[src/rtl/led_seg_io.sv]
// LED latch and 8-digit multiplexed seven-segment driver behind a small IO write port.
// Decimal points are built only when SEG_DP_EN is defined; otherwise seg_out[7] stays high.
module led_seg_io #(
  parameter int SCAN_DIV = 100000
) (
  input  logic        clock,
  input  logic        reset,
  input  logic        led_cs,
  input  logic        io_write,
  input  logic [3:0]  io_addr,
  input  logic [31:0] io_wdata,
  output logic [23:0] led,
  output logic [7:0]  seg_an,
  output logic [7:0]  seg_out,
  output logic        wr_ack
);

  localparam int PW = (SCAN_DIV > 2) ? $clog2(SCAN_DIV) : 1;
  localparam logic [PW-1:0] PRESCALE_LAST = PW'(SCAN_DIV - 1);

  logic [31:0]   seg_data;
  logic [7:0]    blank_mask;
  logic [PW-1:0] prescaler;
  logic [2:0]    idx;
  logic          wr_en;
  logic [7:0]    seg_an_nxt;
  logic [7:0]    seg_out_nxt;
  logic [3:0]    nibble;
  logic          dp_bit;

`ifdef SEG_DP_EN
  logic [7:0]    dp_mask;
`endif

  always_comb begin
    wr_en = 1'b0;
    if (led_cs && io_write) begin
      case (io_addr)
        4'h0, 4'h2, 4'h4, 4'h8: wr_en = 1'b1;
        default:                wr_en = 1'b0;
      endcase
    end
  end

  always_comb begin
    nibble     = seg_data[{idx, 2'b00} +: 4];
    seg_an_nxt = blank_mask[idx] ? 8'hFF : ~(8'h01 << idx);
`ifdef SEG_DP_EN
    dp_bit     = ~dp_mask[idx];
`else
    dp_bit     = 1'b1;
`endif
    // Active-low segments {g,f,e,d,c,b,a}
    case (nibble)
      4'h0:    seg_out_nxt = {dp_bit, 7'h40};
      4'h1:    seg_out_nxt = {dp_bit, 7'h79};
      4'h2:    seg_out_nxt = {dp_bit, 7'h24};
      4'h3:    seg_out_nxt = {dp_bit, 7'h30};
      4'h4:    seg_out_nxt = {dp_bit, 7'h19};
      4'h5:    seg_out_nxt = {dp_bit, 7'h12};
      4'h6:    seg_out_nxt = {dp_bit, 7'h02};
      4'h7:    seg_out_nxt = {dp_bit, 7'h78};
      4'h8:    seg_out_nxt = {dp_bit, 7'h00};
      4'h9:    seg_out_nxt = {dp_bit, 7'h10};
      4'hA:    seg_out_nxt = {dp_bit, 7'h08};
      4'hB:    seg_out_nxt = {dp_bit, 7'h03};
      4'hC:    seg_out_nxt = {dp_bit, 7'h46};
      4'hD:    seg_out_nxt = {dp_bit, 7'h21};
      4'hE:    seg_out_nxt = {dp_bit, 7'h06};
      default: seg_out_nxt = {dp_bit, 7'h0E};
    endcase
  end

  always_ff @(posedge clock) begin
    if (!reset) begin
      led        <= '0;
      seg_data   <= '0;
      blank_mask <= 8'hFF;
`ifdef SEG_DP_EN
      dp_mask    <= '0;
`endif
      wr_ack     <= 1'b0;
    end else begin
      wr_ack <= wr_en;
      if (wr_en) begin
        case (io_addr)
          4'h0: led[15:0]  <= io_wdata[15:0];
          4'h2: led[23:16] <= io_wdata[7:0];
          4'h4: seg_data   <= io_wdata;
          4'h8: begin
            blank_mask <= io_wdata[7:0];
`ifdef SEG_DP_EN
            dp_mask    <= io_wdata[15:8];
`endif
          end
          default: ;
        endcase
      end
    end
  end

  // Scan timing runs independently of the write port.
  always_ff @(posedge clock) begin
    if (!reset) begin
      prescaler <= '0;
      idx       <= '0;
      seg_an    <= 8'hFF;
      seg_out   <= 8'hFF;
    end else begin
      if (prescaler == PRESCALE_LAST) begin
        prescaler <= '0;
        idx       <= idx + 3'd1;
      end else begin
        prescaler <= prescaler + 1'b1;
      end
      seg_an  <= seg_an_nxt;
      seg_out <= seg_out_nxt;
    end
  end

endmodule

[config.mk]
export PLATFORM = sky130hd
export DESIGN_NAME = led_seg_io
export DESIGN_NICKNAME = d
export VERILOG_FILES = /design/src/rtl/led_seg_io.sv
export SDC_FILE = /design/constraint.sdc
export NUM_CORES = 1
export LEC_CHECK = 0
export ABC_AREA = 1
export BUFFER_PORTS_ARGS = -buffer_cell sky130_fd_sc_hd__buf_2
export CORE_ASPECT_RATIO = 0.9
export CORE_MARGIN = 4
export CORE_UTILIZATION = 60
export CTS_CLUSTER_DIAMETER = 40
export DETAILED_ROUTE_END_ITERATION = 8
export PLACE_DENSITY = 0.95
export REMOVE_ABC_BUFFERS = 1
export SYNTH_ARGS = -nofsm -noshare
export SYNTH_HDL_FRONTEND = slang
export SYNTH_SLANG_ARGS = --single-unit
[constraint.sdc]
create_clock -name clock -period 2.45 [get_ports clock]
set_input_delay 0.3675 -clock clock [delete_from_list [all_inputs] [get_ports clock]]
set_output_delay 0.3675 -clock clock [all_outputs]
set_load 0.02 [all_outputs]
# Yosys cells after proc, flatten, opt, wreduce, memory -nomap -nowiden
# Memories as Yosys holds them, arrays and structs flattened. A register that Yosys moved wholly into a read port is not among the register bits.
# Index checks and enable logic that the tools add are counted.
[totals]
register_bits = 101
mem_bits_ro = 112
out_inout_bits = 41
inputBits = 40
memories = 1
[memory_table]
columns = ["name", "words", "width", "read_ports", "rd_ports_with_merged_regs", "wr", "line", "text"]
rows = [
  ["(name not given)", 16, 7, 1, 1, 0, "54", "case (nibble)"],
]
[op_classes]
add_sub_neg = 2
eq_ne = 4
n_reduce_logical = 10
bitwise = 2
muxes = 4
magnitude_cmp = 1
n_shift = 2
[op_table]
columns = ["op", "count"]
rows = [
  ["$shiftx 32x6->4", 1],
  ["$add 17x1->17 const B", 1],
  ["$eq 17x17->1 const B", 1],
  ["$not 8->8", 1],
  ["$reduce_and 2->1", 4],
  ["$shl 1x3->8 const A", 1],
  ["$eq 4x2->1 const B", 1],
  ["$eq 4x3->1 const B", 1],
  ["$eq 4x4->1 const B", 1],
  ["$logic_not 4->1", 1],
  ["$lt 3x4->1 const B", 1],
  ["$reduce_or 2->1", 2],
  ["$reduce_or 4->1", 1],
  ["$add 3x1->3 const B", 1],
  ["$bmux 1 s3", 1],
  ["$mux 1", 3],
  ["$logic_and 1x1->1", 1],
  ["$logic_not 1->1", 1],
  ["$not 1->1", 1],
]

# Logic depth before layout (Yosys ltp)
[logic_depth]
word_depth = 5
mapped_depth = 12
ltp_nobuf = 11

# Worst setup path before layout
# Ideal clock, no wire load.
[synth_timing]
path_type = "reg2reg"
startpoint = "register idx[0]"
endpoint = "register seg_out[5]"
path_slack_ns = 0.824
path_stages_with_launch = 12
n_path_buf = 1
arrival_time_ns = 1.492
period_less_slack_ns = 1.626
cell_sequence = "dfxtp_1 buf_2 nand2_1 nand3_1 nand3_1 nand2_1 inv_1 ha_1 nand3_1 nand2_1 nand2_1 nand3_1"
[synth_between]
elab_chain_cells = 1
[synth_rtl]
columns = ["element", "line", "text"]
rows = [
  ["start, declared", "24", "logic [2:0] idx;"],
  ["start signal, assigned", "112", "idx <= idx + 3'd1;"],
  ["$shiftx 32x6->4", "46", "nibble = seg_data[{idx, 2'b00} +: 4];"],
  ["end, declared", "14", "output logic [7:0] seg_out,"],
]
# No other way between the ends.
# A chain may end at the register's enable or synchronous reset.

# Worst setup path after layout
# Same ends and word-level chain as after synthesis.

==> results by group <==
Setup path
  • Setup crit start kind: register
  • Critical path data required time: 2.68 ns
  • Peak fanout along the critical path: 23
  • R2R cell count: 11
  • Worst setup EP type: register
  • WS Path Type: reg -> reg
  • Reg2Reg Launch Point: idx[0]$_SDFFE_PN0N_
  • R2R Setup Slk: 0.48 ns
  • Worst path arrival time: 2.20 ns
  • Reg2reg end: seg_out[5]$_SDFF_PN1_

Timing
  • Fin. max-slew vios: 0
  • # setup viols final: 0
  • Final min period: 1.97 ns
  • Slew @ Worst Pin: 0.753 ns
  • Setup_tns: 0 ns
  • RSZ-0062 raised after global routing: no
  • Fin. Hold Viols: 0
  • Max Clock Skew: 0.0108 ns
  • Fmax: 0.507 GHz
  • Period utilization: 80.4%
  • Slew headroom: 49.7%
  • Final WS setup: 0.479 ns

Synthesis
  • Compound-Gate Fraction of Synth Area: 13.9%
  • Cell variety after synth: 36
  • Simple-Gate Fraction of Synth Area: 26.7%
  • Synth warn: 0
  • Post-synthesis adder-cell area fraction: 3.62%
  • Mux cell area share after synthesis: 0%
  • Mapped Cells: 597
  • Mean post-synth cell area: 7.53 µm²
  • Sequential area share after synthesis: 44.5%
  • Cell area after synthesis: 4500 µm²
  • Yosys reg bits: 100
  • Largest family of logic cells by synthesized area: simple AND/OR/NAND/NOR gates
  • XOR/XNOR share of the synthesized area: 0.974%

Outcome
  • Outcome: complete, no violations

Clocking
  • CTS sink cnt: 100
  • H-Tree Depth: 3
  • Num CTS Buffers: 9
  • CTS tree: yes
  • Clock-pin transition on the worst setup and hold timing paths: 0.09 ns
  • Post_cts resized: 0
  • Hold buffer count at CTS: 0
  • Worst skew pair latency: 0.36 ns
  • Root buffer cell: clkbuf_8
  • Setup Buffers After CTS: 0
  • CTS Buffer Depth: 2

Finish
  • Layout area overhead: 13.2%
  • Layout cells sized above 1: 18.9%
  • NumNets Final: 718
  • Ant diodes: 0

Detailed routing
  • Routed WL: 10200 µm
  • 1st-iter DRT viols: 269
  • Wirelength per Cell: 13.4 µm
  • Vias per inst: 5.44
  • Pre-antenna DRT Iters: 6
  • Total number of vias: 4138
  • Drc violations: 0
  • ANT nets after route: 0

Power and ir drop
  • Worst VDD drop: 0.416 mV
  • Pwr/cell area: 537 nW/µm²
  • Leak pwr: 2.30 nW

GRT
  • Initial antenna violation count: 0
  • Congestion Overflow GR: 0
  • GRT Overall Usage: 23.2%
  • First-pass GRT wire length: 17400 µm
  • Largest net degree at the start of global routing: 52
  • Vias in the first global route: 3929

Die
  • Core ar.: 7180 µm²
  • I/O pins: 81
  • Cell Rows: 29
  • Die extent in y: 90.1 µm
  • Initial Util: 62.6%
  • Die ar.: 8950 µm²
  • Die X: 99.3 µm

Placed design
  • Place WS: 0.419 ns
  • Dpl hpwl: 7160 µm
  • GPL Wtd Cong: 0.884
  • # port buffers: 79

Worst hold path
  • Hold Path Class: in -> reg
  • Critical hold path startpoint: io_wdata[2]
  • Hold Crit Depth: 3
  • Hold Path End: blank_mask[2]$_SDFFE_PN1P_

Flow run
  • Max-cap violations: 0
-- state kept, by name (all words and copies together) (netlist names) --
| name | cells |
|---|---|
| led | 24 |
| seg_an | 8 |
| blank_mask | 8 |
| seg_data | 32 |
| idx | 3 |
| prescaler | 17 |
| seg_out | 7 |
| wr_ack | 1 |
-- layer usage --
metal	share of wire (%)	up-vias	track usage, %
li1	-	2052	-
met1	44	1899	30.5
met2	47	173	38.3
met3	8.4	14	6.11
met4	0.98	0	5.12
met5	0	-	0
-- synth_stat cells, drive strengths merged --
cell / n / area, µm²
conb: 1 / 3.75
nor2: 27 / 133
ha: 13 / 163
xor2: 4 / 35.0
nand4: 12 / 87.6
nand3: 65 / 360
nand3b: 2 / 27.5
or2: 2 / 12.5
clkinv: 1 / 3.75
buf: 11 / 75.1
xnor2: 1 / 8.76
dfxtp: 100 / 2000
nand2: 123 / 497
a21oi: 65 / 329
nor3b: 2 / 20.0
clkbuf: 16 / 60.1
inv: 86 / 323
o21ai: 59 / 295
nor3: 7 / 62.6
-- logic make-up after synthesis --
logic type	Yosys count
other	1
buffers and inverters	114
DFF	100
xor gates and xnor gates	5
AOI/OAI and AO/OA	124
adders and majority gates	13
and+or+nand+nor	240
-- worst max-delay path, cell delays in order (launching register included) --
cell     delay (ns)
dfxtp_1        0.32
inv_2          0.30
nand2_1        0.13
nand3_1        0.10
nand3_1        0.07
nand2_1        0.21
inv_1          0.13
ha_1           0.24
nand3_1        0.13
nand2_1        0.07
nand2_1        0.05
nand3_1        0.07
-- where the power goes --
part | switching (W) | internal, W
registers | 0.0000108 | 0.00165
logic | 0.000109 | 0.0000618
clock network | 0.000523 | 0.000382
-- worst max-delay path by stage --
stage,start,to,slack [ns],depth (start not counted)
global route,idx[0]$_SDFFE_PN0N_,seg_out[5]$_SDFF_PN1_,0.31,11
detailed placement,io_addr[0],seg_data[0]$_SDFFE_PN0P_,0.42,6
finish,idx[0]$_SDFFE_PN0N_,seg_out[5]$_SDFF_PN1_,0.48,11
floorplan,idx[0]$_SDFFE_PN0N_,seg_out[1]$_SDFF_PN1_,0.49,10
CTS,idx[0]$_SDFFE_PN0N_,seg_out[5]$_SDFF_PN1_,0.51,11
global placement,io_addr[0],seg_data[0]$_SDFFE_PN0P_,0.50,6
-- final cells by class --
type                            instances  area [µm²]
Fill cell                             569        2090
Sequential cell                       100        2000
Inverter                               87         327
Timing Repair Buffer                   84         458
Tap cell                               93         116
Clock buffer                           11         141
Multi-Input combinational cell        383        2030
Clock inverter                          2        13.8
-- cell usage in the layout, fill, tap and decap left out, types with 2 or more instances in the layout --
| cell | n |
|---|---|
| a21oi_1 | 64 |
| buf_12 | 2 |
| buf_2 | 79 |
| buf_4 | 3 |
| clkbuf_8 | 10 |
| dfxtp_1 | 100 |
| ha_1 | 13 |
| inv_1 | 79 |
| inv_2 | 7 |
| nand2_1 | 117 |
| nand2_2 | 2 |
| nand2_4 | 4 |
| nand3_1 | 61 |
| nand3_2 | 2 |
| nand3_4 | 2 |
| nand4_1 | 10 |
| nand4_2 | 2 |
| nor2_1 | 22 |
| nor2_2 | 3 |
| nor3_1 | 4 |
| nor3_4 | 2 |
| o21ai_0 | 58 |
| or2_0 | 2 |
| xor2_1 | 4 |
-- per-stage QoR --
stage | cell area (µm²) | total power [W] | utilization, % | std cells | hold WS, ns
floorplan | 4360 | 0.00178 | - | 570 | 0.429
global route | 5090 | 0.00284 | 70.9 | 760 | 0.288
finish | 5090 | 0.00273 | 70.9 | 760 | 0.282
global placement | 4940 | 0.00186 | 68.7 | 747 | 0.427
detailed placement | 4940 | 0.00187 | 68.7 | 747 | 0.431
CTS | 5090 | 0.00275 | 70.9 | 760 | 0.275
Power figures use the tool's default switching activity.
